### src/rtl/issue_queue.sv
// In-order issue queue: buffers decoded instructions, resolves their operands
// from the register file / ROB / CDB and dispatches one per cycle to the RS or LSB.
module issue_queue #(
    parameter int DATA_W = 32,
    parameter int ROB_W  = 4,
    parameter int OP_W   = 6,
    parameter int DEPTH  = 4
) (
    input  logic              clk,
    input  logic              rst,
    input  logic              rdy,
    input  logic              flush,
    input  logic              in_valid,
    output logic              in_ready,
    input  logic [OP_W-1:0]   in_op,
    input  logic [4:0]        in_rd,
    input  logic [4:0]        in_rs1,
    input  logic [4:0]        in_rs2,
    input  logic [DATA_W-1:0] in_imm,
    input  logic [DATA_W-1:0] in_pc,
    input  logic              in_is_mem,
    input  logic              in_has_rd,
    input  logic              in_pred_jump,
    output logic [4:0]        out_reg_rs1,
    output logic [4:0]        out_reg_rs2,
    input  logic [DATA_W-1:0] in_reg_val1,
    input  logic [DATA_W-1:0] in_reg_val2,
    input  logic [ROB_W-1:0]  in_reg_tag1,
    input  logic [ROB_W-1:0]  in_reg_tag2,
    input  logic              in_reg_busy1,
    input  logic              in_reg_busy2,
    output logic [ROB_W-1:0]  out_rob_q1,
    output logic [ROB_W-1:0]  out_rob_q2,
    input  logic              in_rob_rdy1,
    input  logic              in_rob_rdy2,
    input  logic [DATA_W-1:0] in_rob_val1,
    input  logic [DATA_W-1:0] in_rob_val2,
    input  logic              in_rob_full,
    input  logic [ROB_W-1:0]  in_rob_freetag,
    input  logic              in_cdb_valid,
    input  logic [ROB_W-1:0]  in_cdb_tag,
    input  logic [DATA_W-1:0] in_cdb_val,
    input  logic              in_rs_full,
    input  logic              in_lsb_full,
    output logic              out_valid,
    output logic              out_to_lsb,
    output logic [OP_W-1:0]   out_op,
    output logic [4:0]        out_rd,
    output logic [DATA_W-1:0] out_pc,
    output logic [DATA_W-1:0] out_imm,
    output logic [DATA_W-1:0] out_v1,
    output logic [DATA_W-1:0] out_v2,
    output logic [ROB_W-1:0]  out_q1,
    output logic [ROB_W-1:0]  out_q2,
    output logic [ROB_W-1:0]  out_rob_tag,
    output logic              out_pred_jump,
    output logic              out_rename_valid
);

    localparam int PTR_W = $clog2(DEPTH);
    localparam int CNT_W = PTR_W + 1;
    localparam logic [CNT_W-1:0] FULL_COUNT = CNT_W'(DEPTH);

    typedef struct packed {
        logic [OP_W-1:0]   op;
        logic [4:0]        rd;
        logic [4:0]        rs1;
        logic [4:0]        rs2;
        logic [DATA_W-1:0] imm;
        logic [DATA_W-1:0] pc;
        logic              is_mem;
        logic              has_rd;
        logic              pred_jump;
    } entry_t;

    entry_t            slots [DEPTH];
    entry_t            head_entry;
    logic [PTR_W-1:0]  head;
    logic [PTR_W-1:0]  tail;
    logic [CNT_W-1:0]  count;
    logic              do_enq;
    logic              do_deq;
    logic              unit_full;
    logic [ROB_W+DATA_W-1:0] opnd1;
    logic [ROB_W+DATA_W-1:0] opnd2;

    // Returns {q, v}: a zero tag means the value is final.
    function automatic logic [ROB_W+DATA_W-1:0] resolve(
        input logic [4:0]        rs,
        input logic              busy,
        input logic [DATA_W-1:0] reg_val,
        input logic [ROB_W-1:0]  tag,
        input logic              rob_rdy,
        input logic [DATA_W-1:0] rob_val,
        input logic              cdb_valid,
        input logic [ROB_W-1:0]  cdb_tag,
        input logic [DATA_W-1:0] cdb_val
    );
        if (rs == 5'd0)
            return '0;
        else if (!busy)
            return {{ROB_W{1'b0}}, reg_val};
        else if (rob_rdy)
            return {{ROB_W{1'b0}}, rob_val};
        else if (cdb_valid && cdb_tag == tag)
            return {{ROB_W{1'b0}}, cdb_val};
        else
            return {tag, {DATA_W{1'b0}}};
    endfunction

    assign head_entry  = slots[head];
    assign in_ready    = (count < FULL_COUNT);
    assign out_reg_rs1 = head_entry.rs1;
    assign out_reg_rs2 = head_entry.rs2;
    assign out_rob_q1  = in_reg_tag1;
    assign out_rob_q2  = in_reg_tag2;

    assign unit_full = head_entry.is_mem ? in_lsb_full : in_rs_full;
    assign do_enq    = in_valid && in_ready && rdy && !flush;
    assign do_deq    = (count != '0) && rdy && !flush && !in_rob_full && !unit_full;

    assign opnd1 = resolve(head_entry.rs1, in_reg_busy1, in_reg_val1, in_reg_tag1,
                           in_rob_rdy1, in_rob_val1, in_cdb_valid, in_cdb_tag, in_cdb_val);
    assign opnd2 = resolve(head_entry.rs2, in_reg_busy2, in_reg_val2, in_reg_tag2,
                           in_rob_rdy2, in_rob_val2, in_cdb_valid, in_cdb_tag, in_cdb_val);

    // Entry storage carries no reset; occupancy is tracked solely by count.
    always_ff @(posedge clk) begin
        if (do_enq && !rst) begin
            slots[tail] <= '{op: in_op, rd: in_rd, rs1: in_rs1, rs2: in_rs2, imm: in_imm,
                             pc: in_pc, is_mem: in_is_mem, has_rd: in_has_rd,
                             pred_jump: in_pred_jump};
        end
    end

    always_ff @(posedge clk) begin
        if (rst) begin
            head             <= '0;
            tail             <= '0;
            count            <= '0;
            out_valid        <= 1'b0;
            out_to_lsb       <= 1'b0;
            out_op           <= '0;
            out_rd           <= '0;
            out_pc           <= '0;
            out_imm          <= '0;
            out_v1           <= '0;
            out_v2           <= '0;
            out_q1           <= '0;
            out_q2           <= '0;
            out_rob_tag      <= '0;
            out_pred_jump    <= 1'b0;
            out_rename_valid <= 1'b0;
        end else if (flush) begin
            head             <= '0;
            tail             <= '0;
            count            <= '0;
            out_valid        <= 1'b0;
            out_rename_valid <= 1'b0;
        end else begin
            if (do_enq)
                tail <= tail + PTR_W'(1);
            if (do_deq)
                head <= head + PTR_W'(1);
            if (do_enq && !do_deq)
                count <= count + CNT_W'(1);
            else if (!do_enq && do_deq)
                count <= count - CNT_W'(1);

            out_valid        <= do_deq;
            out_rename_valid <= do_deq && head_entry.has_rd && (head_entry.rd != 5'd0);
            // Payload registers hold their last dispatched value between dispatches.
            if (do_deq) begin
                out_to_lsb    <= head_entry.is_mem;
                out_op        <= head_entry.op;
                out_rd        <= head_entry.rd;
                out_pc        <= head_entry.pc;
                out_imm       <= head_entry.imm;
                out_v1        <= opnd1[DATA_W-1:0];
                out_q1        <= opnd1[ROB_W+DATA_W-1:DATA_W];
                out_v2        <= opnd2[DATA_W-1:0];
                out_q2        <= opnd2[ROB_W+DATA_W-1:DATA_W];
                out_rob_tag   <= in_rob_freetag;
                out_pred_jump <= head_entry.pred_jump;
            end
        end
    end

endmodule

### config.mk
export PLATFORM = sky130hd
export DESIGN_NAME = issue_queue
export DESIGN_NICKNAME = d
export VERILOG_FILES = /design/src/rtl/issue_queue.sv
export SDC_FILE = /design/constraint.sdc
export NUM_CORES = 1
export LEC_CHECK = 0
export ABC_AREA = 1
export CAP_MARGIN = 20
export CORE_MARGIN = 10
export CORE_UTILIZATION = 51
export DETAILED_ROUTE_END_ITERATION = 8
export PLACE_DENSITY = 0.89
export SYNTH_ARGS = -nofsm -noshare
export SYNTH_HDL_FRONTEND = slang
export SYNTH_SLANG_ARGS = --single-unit
### constraint.sdc
create_clock -name clk -period 6.5 [get_ports clk]
set_input_delay 0.65 -clock clk [delete_from_list [all_inputs] [get_ports clk]]
set_output_delay 0.65 -clock clk [all_outputs]
set_load 0.005 [all_outputs]
======== Word level (Yosys, flattened, before mapping) ========
Memories as Yosys holds them, arrays and structs flattened. A register that Yosys moved wholly into a read port is not among the register bits.
Cells that the tools add are included.
storage, ports and cells
  bits in latches ......................... 0
  ROM bits ................................ 0
  bits of input ports ..................... 277
  register bits ........................... 162
  RAM bits ................................ 352
  memories ................................ 1
memory list
  memory  words  width  rd ports  clocked after Yosys merged registers in  write ports  RTL line  source
  slots   4      88     1         1                                        1            76        entry_t slots [DEPTH];
operators by class
  $add $sub $neg .......................... 4
  magnitude comparators ................... 1
  multiply operators ...................... 0
  bitwise logic cells ..................... 1
  mux-type cells .......................... 15
  equality and inequality tests ........... 2
  divide/modulo/power cells ............... 0
  reduce and logical (&&, ||, !) cells .... 27
  shifts and indexed selects .............. 0
operators by type and width
  operator               number
  $mux W36               8
  $logic_and A1 B1 Y1    14
  $logic_not A5 Y1       2
  $eq A4 B4 Y1           2
  $logic_not A1 Y1       6
  $mux W3                2
  $reduce_bool A5 Y1     1
  $add A2 B1 Y2 const B  2
  $mux W2                2
  $add A3 B1 Y3 const B  1
  $lt A3 B3 Y1 const B   1
  $mux W1                3
  $reduce_bool A3 Y1     1
  $sub A3 B1 Y3 const B  1
  $reduce_and A2 Y1      1
  $reduce_bool A2 Y1     1
  $reduce_or A2 Y1       1
  $not A1 Y1             1

======== Longest topological paths before layout ========
Gate-level depths: netlist of run 1.
  depth after elaboration ................. 8
  gate-level depth with buffers ........... 17

======== Least setup slack after synthesis of run 1 ========
No wires, ideal clock.
  path kind ............................... input-to-reg
  start ................................... in flush
  end ..................................... mem slots[0][0] (netlist bit), enable pin
  required time ........................... 5.965 ns
  data arrival time ....................... 4.726 ns
  slack ................................... 1.239 ns
  stages on the path ...................... 5
  cells stage by stage .................... inv_1 nand4_1 inv_1 nand2_1 nor2_1
on the way
  cells in the longest elaborated chain, start to end .. 5
RTL lines
  element                        RTL line  source
  from (decl)                    12        input logic flush,
  $logic_not A1 Y1               119       assign do_enq = in_valid && in_ready && rdy && !flush;
  $logic_and A1 B1 Y1            119
  named net do_enq               81        logic do_enq;
  $logic_and A1 B1 Y1            129       if (do_enq && !rst) begin
  $mux W1                        129
  $mux W1 (not written as such)  130       slots[tail] <= '{op: in_op, rd: in_rd, rs1: in_rs1, rs2: in_rs2, imm: in_imm,
  to (decl)                      76
The timed path passes the listed nets, and every way through them passes these cells.

==> summary.txt, run 1 <==
=========================================================================================
Kind of critical path                                                             reg2reg
CTS tree                                                                            built
Die ar.                                                                      0.0499 sq mm
Number of violations reported at the end of detailed-routing iteration 0            2,001
Post-Synthesis Net Count                                                            2,382
Overflow left after global routing                                                      0
Crit-path cells                                                              inv_2 > buf_4 > nand3_1 > nand2_1 > nand2_1 > nand3_4 > buf_4 > ha_1 > inv_1 > fa_1 > nor2_1 > nor2_1 > nand2_1 > o21ai_0 > a21oi_1
Cell area after layout                                                       0.0274 sq mm
Share of final-layout standard cells stronger than drive strength 1                 4.93%
Outcome                                                                      finished, final reports clean
Synth area leader                                                                edfxtp_1
Initial Util                                                                        51.7%
Portion of total power attributed to sequential cells                               50.2%
Post-synth EDFFs                                                                      352
Worst flop-to-flop path endpoint                                                 count[2]
GRT Total Usage                                                                     27.6%
Floorplan die height                                                               223 um
Avg Synthesized Cell Area                                                      10.1 sq um
Layout Area Growth over Synthesis                                                   30.1%
Delay-heaviest family, CP                                                    buffers and inverters
Cells on Worst Hold Path                                                                2
CP Depth                                                                               15
Detailed-route DRC error count                                                          0
Mapped cell area                                                             0.0211 sq mm
Number of clock sinks seen by CTS                                                     516
Number of fill cells in the layout                                                  2,930
Count of pins on the block boundary                                                   451
First-pass iteration count of the detailed router                                       6
Proportion of register bits with asynchronous set or reset after synthesis             0%
Max-cap violations                                                                      0
Routability congestion estimate                                                     0.943
Number of setup violations in the final report                                          0
Required time of the critical path                                                7.02 ns
Critical path data arrival time                                                   4.31 ns
Area share of the largest cell type after synthesis                                 50.1%
Number of buffers and inverters on the critical path                                    4
Clock Root Buffer                                                               clkbuf_16
Post-route clock period utilization                                                 58.4%
Post-DP Area                                                                 0.0257 sq mm
Number of input and output port buffers inserted                                      450
# rows                                                                                 74
Stage delay of the slowest cell on the critical path                              0.78 ns
Maximum number of pins on one net before global-route repair                          107
Core box area                                                                0.0408 sq mm
Yosys reg bits                                                                        516
Capturing instance or port of the critical path                                  count[2]
Share of total power consumed by net switching                                      21.4%
Cell area power density                                                       256 mW/mm^2
Level count of the clock H-tree                                                         2
Routed Antenna Nets                                                                     0
Class of the tightest hold or removal check                                       reg2reg
Post-route clock skew                                                           0.0197 ns
Sum of routed wire length over all layers                                       73,000 um
Clock latency on the worst-skew pair                                              0.60 ns
Vias                                                                               17,600
Synthesized instance count                                                          2,099
Relative slew margins                                                               25.7%
Fmax achieved                                                                   0.264 GHz
Unrepaired setup endpoints after global routing                                     false
Total number of nets in the final design                                            2,739
Startpoint class of the critical path                                                flop
Drt wl/cell                                                                       24.1 um
Number of hold violations in the final report                                           0
Worst-case clock buffer depth                                                           3
Slew @ Worst Pin                                                                  1.11 ns
Number of buffers inserted to repair setup after CTS                                    0
Psw                                                                               1.50 mW
Max stage delay cell, worst path                                                    buf_4
Number of hold buffers added after cts                                                  0
Number of vias per cell                                                              5.82
Number of clock buffers inserted by TritonCTS                                          50
Internal power                                                                    5.52 mW
Cell with the most instances after synthesis                                      nand2_1
Worst reg2reg setup slack                                                         2.71 ns
Lkg Pwr                                                                           9.34 nW
Top_reg_cell synth                                                               edfxtp_1
Largest cells by area after synthesis                                        edfxtp_1 (50%), dfxtp_1 (16%), a21oi_1 (6.8%)
Relative contribution of combinational cells to total power                          6.4%
Number of antenna violations at the first check in global routing                       9
Number of resized instances in the post-cts repair step                                 0
FF-to-FF path depth                                                                    15
Largest fanout of any net on the critical path                                         90
Clock slew at reported path FFs                                                   0.06 ns
Global-route wire length before repair                                         106,000 um
Critical path endpoint category                                                      flop
Setup TNS                                                                            0 ns
Number of global-route vias before repair                                          17,100
Most frequent cells after synthesis                                          nand2_1 (380), edfxtp_1 (352), nor2_1 (309)
Peak supply drop                                                                 0.280 mV
Post-synthesis sequential area ratio                                                65.7%
Die Width                                                                          223 um
Crit-path most repeated cell                                                      nand2_1
Unique cell type count in the Yosys netlist                                            28
Ys Warns                                                                                0
Post-DP HPWL                                                                    48,500 um
Time the worst path needs with I/O delays and setup                               3.79 ns
Final Max Tran Viols                                                                    0
Share of power burned in the clock network                                          43.3%
=========================================================================================
state kept, by name (all words and copies together), names as in the netlist, named ones only:
signal            flops
out_rename_valid      1
out_op                6
tail                  2
out_pred_jump         1
out_rd                5
out_q2                4
out_to_lsb            1
out_pc               32
out_imm              32
head                  2
count                 3
out_rob_tag           4
slots               352
out_v2               32
out_q1                4
out_v1               32
out_valid             1
worst min-delay path by stage:
stage | from | end | slack, ns
6_report | out_v2[7] | out_v2[7] | 0.47
5_1_grt | out_v2[24] | out_v2[24] | 0.48
4_1_cts | out_v2[7] | out_v2[7] | 0.47
3_5_place_dp | out_imm[20] | out_imm[20] | 0.46
3_3_place_gp | out_rob_tag[3] | out_rob_tag[3] | 0.45
2_1_floorplan | out_op[0] | out_op[0] | 0.46
power groups by stage:
stage	registers (mW)	clock network (mW)	logic [mW]
after floorplan	3.60	0	0.162
after global placement	3.60	0	0.431
after detailed placement	3.60	0	0.439
after CTS	3.53	3.07	0.444
after global routing	3.53	3.18	0.479
final	3.53	3.04	0.452
placed cells by master (no fill, tap or decap), types with 6 or more instances in the layout:
cell | netlist | layout
a21oi_1 | 286 | 286
buf_4 | 38 | 22
bufinv_16 | 0 | 7
clkbuf_1 | 87 | 11
clkbuf_16 | 0 | 51
clkdlybuf4s50_1 | 0 | 447
clkinv_1 | 2 | 7
clkinv_2 | 0 | 10
dfxtp_1 | 164 | 162
edfxtp_1 | 352 | 352
inv_1 | 71 | 71
nand2_1 | 380 | 380
nand3_1 | 44 | 44
nand4_1 | 65 | 65
nor2_1 | 309 | 301
nor2_4 | 2 | 6
o21ai_0 | 141 | 141
o21ai_1 | 19 | 19
o22ai_1 | 73 | 73
per-stage QoR:
step | setup WS, ns | std cells | util (%) | hold slack [ns] | power [mW]
3_5_place_dp | 2.71 | 2934 | 62.8 | 0.457 | 4.04
3_3_place_gp | 2.83 | 2932 | 62.7 | 0.453 | 4.03
6_report | 2.71 | 3033 | 67.2 | 0.468 | 7.02
5_1_grt | 2.35 | 3030 | 67.2 | 0.481 | 7.19
2_1_floorplan | 1.24 | 2099 | - | 0.460 | 3.76
4_1_cts | 2.68 | 3027 | 67.1 | 0.468 | 7.04
cell type report:
class                   instances  area [sq um]  area share, %
flip-flops and latches        516         13900           50.5
diodes                          4          10.0         0.0365
repair buffers                476          4740           17.3
clock buffers                  66          1370           5.00
clock inverters                27           369           1.34
multi-input cells            1336          6140           22.4
inverters                      76           289           1.05
well taps                     532           666           2.43
layer usage:
metal	track usage, %	wire [um]	up-vias
met1	32.2	26900	8462
li1	-	-	7995
met4	9.52	2590	10
met5	0	54	-
met3	5.77	6100	146
met2	49.2	37300	1031
tightest hold or removal path, cell delays in order, from the launching register on:
cell	delay (ns)
dfxtp_1	0.31
nand2_1	0.06
a21oi_1	0.05
logic make-up after synthesis:
logic type	synth area share [%]
simple gates	15.5
compound gates	13.0
flops	65.7
buf+inv	5.46
fa+ha+maj	0.391
xor+xnor	0.0415
(Power assumes the default switching activity.)
==> run 2, diff against run 1 <==
- CORE_UTILIZATION: 51 -> 46
- PLACE_DENSITY: 0.89 -> 0.85
- clock period: 6.5 -> 3.4 ns (I/O delays scaled with it)
==> summary.txt, run 2 (synthesized netlist as in run 1, its figures left out) <==
=======================================================================================
Final Max Tran Viols                                                                  0   unchanged
Number of clock sinks seen by CTS                                                   516   unchanged
Share of power burned in the clock network                                        42.9%   was 43.3%
Flip-flop count of the largest register after layout                                352   unchanged
Number of buffers inserted to repair setup after CTS                                  0   unchanged
Commonest cells after routing, fill and taps aside                         clkdlybuf4s50_1 (447), nand2_1 (380), edfxtp_1 (352)   unchanged
# rows                                                                               78   was 74
Critical path data arrival time                                                 3.37 ns   was 4.31 ns
Level count of the clock H-tree                                                       2   unchanged
Worst Hold Launch                                                                   rst   was out_v2[7]
Register with the most flip-flops                                                 slots   unchanged
Number of resized instances in the post-cts repair step                               0   unchanged
Relative slew margins                                                             30.0%   was 25.7%
Kind of critical path                                                           reg2reg   unchanged
Critical path endpoint category                                                    flop   unchanged
Max-cap violations                                                                    0   unchanged
Number of fill cells in the layout                                                3,520   was 2,930
Sum of routed wire length over all layers                                     73,900 um   was 73,000 um
Post-route clock period utilization                                               85.7%   was 58.4%
Number of global-route vias before repair                                        17,400   was 17,100
Overall power                                                                   13.3 mW   was 7.02 mW
Required time of the critical path                                              3.86 ns   was 7.02 ns
Number of clock buffers inserted by TritonCTS                                        51   was 50
Internal power                                                                  10.5 mW   was 5.52 mW
Post-DP HPWL                                                                  49,700 um   was 48,500 um
Number of hold buffers added after cts                                                0   unchanged
Routability congestion estimate                                                   0.961   was 0.943
Routed Antenna Nets                                                                   0   unchanged
Psw                                                                             2.85 mW   was 1.50 mW
Layout Area Growth over Synthesis                                                 31.4%   was 30.1%
Count of pins on the block boundary                                                 451   unchanged
Number of setup violations in the final report                                        0   unchanged
Core box area                                                              0.0454 sq mm   was 0.0408 sq mm
Most common cell after layout, fill and taps aside                         clkdlybuf4s50_1   unchanged
Cell area power density                                                     480 mW/mm^2   was 256 mW/mm^2
Lkg Pwr                                                                         9.44 nW   was 9.34 nW
Share of total power consumed by net switching                                    21.4%   about the same
Time the worst path needs with I/O delays and setup                             2.91 ns   was 3.79 ns
Number of hold violations in the final report                                         0   unchanged
Final core utilization                                                            61.1%   was 67.2%
Peak supply drop                                                               0.459 mV   was 0.280 mV
Total number of nets in the final design                                          2,761   was 2,739
Initial Util                                                                      46.5%   was 51.7%
Share of final-layout standard cells stronger than drive strength 1               5.71%   was 4.93%
Number of antenna violations at the first check in global routing                     8   was 9
Relative contribution of combinational cells to total power                        6.5%   was 6.4%
Number of violations reported at the end of detailed-routing iteration 0          1,815   was 2,001
Drt wl/cell                                                                     23.6 um   was 24.1 um
GRT Total Usage                                                                   25.8%   was 27.6%
Startpoint class of the critical path                                              flop   unchanged
Clock latency on the worst-skew pair                                            0.59 ns   was 0.60 ns
First-pass iteration count of the detailed router                                     7   was 6
Global-route wire length before repair                                       107,000 um   was 106,000 um
Number of vias per cell                                                            5.63   was 5.82
Outcome                                                                    finished, final reports clean   unchanged
Fmax achieved                                                                 0.343 GHz   was 0.264 GHz
Maximum number of pins on one net before global-route repair                        155   was 107
Largest fanout of any net on the critical path                                       66   was 90
Portion of total power attributed to sequential cells                             50.7%   was 50.2%
Vias                                                                             17,600   about the same
Floorplan die height                                                             234 um   was 223 um
Clock Root Buffer                                                             clkbuf_16   unchanged
Worst-case clock buffer depth                                                         3   unchanged
Unrepaired setup endpoints after global routing                                   false   unchanged
Post-route clock skew                                                         0.0231 ns   was 0.0197 ns
Die Width                                                                        234 um   was 223 um
Slew @ Worst Pin                                                                1.05 ns   was 1.11 ns
Clock slew at reported path FFs                                                 0.06 ns   about the same
Detailed-route DRC error count                                                        0   unchanged
Overflow left after global routing                                                    0   unchanged
Class of the tightest hold or removal check                                      in2reg   was reg2reg
Die ar.                                                                    0.0548 sq mm   was 0.0499 sq mm
CTS tree                                                                          built   unchanged
Number of input and output port buffers inserted                                    450   unchanged
=======================================================================================
## run 2: changes by cell type in the layout (fill, tap and decap cells not counted), moves of 2 or more
| cell | before | now |
|---|---|---|
| inv_6 | 0 | 5 |
| clkbuf_1 | 11 | 14 |
| buf_4 | 22 | 37 |
| buf_12 | 2 | 10 |
| clkinv_16 | 2 | 0 |
| diode_2 | 4 | 7 |
## run 2: metrics by stage
step	hold slack [ns]	instances	TNS [ns]	area [sq um]	setup WS [ns]
2_1_floorplan	0.439	2099	-41.03	21100	-0.117
3_3_place_gp	0.453	3025	0	26000	0.577
3_5_place_dp	0.458	3025	0	26000	0.504
4_1_cts	0.252	3121	0	27700	0.454
5_1_grt	0.289	3123	0	27700	0.260
6_report	0.285	3128	0	27700	0.486
## run 2: worst paths after layout
kind | to | slack (ns) | depth (start not counted)
max | out_rd[1] | 0.49 | 9
min | out_to_lsb | 0.28 | 2
max reg2reg | out_rd[1] | 0.49 | 9
min reg2reg | out_v1[25] | 0.46 | 2
## run 2: cell type report
| type | count | area [sq um] | share of cell area [%] |
|---|---|---|---|
| Sequential cell | 516 | 13900 | 50.0 |
| Antenna cell | 7 | 17.5 | 0.0632 |
| Timing Repair Buffer | 497 | 4970 | 17.9 |
| Tap cell | 600 | 751 | 2.71 |
| Clock buffer | 68 | 1370 | 4.94 |
| Multi-Input combinational cell | 1336 | 6140 | 22.2 |
| Clock inverter | 28 | 318 | 1.15 |
| Inverter | 76 | 289 | 1.04 |
## run 2: metal layers
layer | GRT usage (%) | vias up | part of all wire (%)
li1 | - | 8049 | -
met5 | 0 | - | 0.077
met1 | 29.6 | 8490 | 36
met3 | 6.20 | 162 | 9.0
met2 | 45.4 | 892 | 51
met4 | 10.4 | 10 | 4.3
## run 2: critical path: stages, from the launching register on
cell and delay, ns:
dfxtp_2 0.50, inv_2 0.20, nand3_1 0.19, nand3_1 0.16, nand3_4 0.20, buf_4 0.65
clkinv_2 0.27, buf_4 0.31, o21ai_0 0.22, a21oi_1 0.06
## run 2: power by group through the flow
stage	Sequential [mW]	Clock, mW	Combinational [mW]
final	6.75	5.70	0.859
after global routing	6.74	6.02	0.915
after CTS	6.74	5.77	0.851
after detailed placement	6.88	0	0.843
after global placement	6.88	0	0.835
after floorplan	6.88	0	0.310
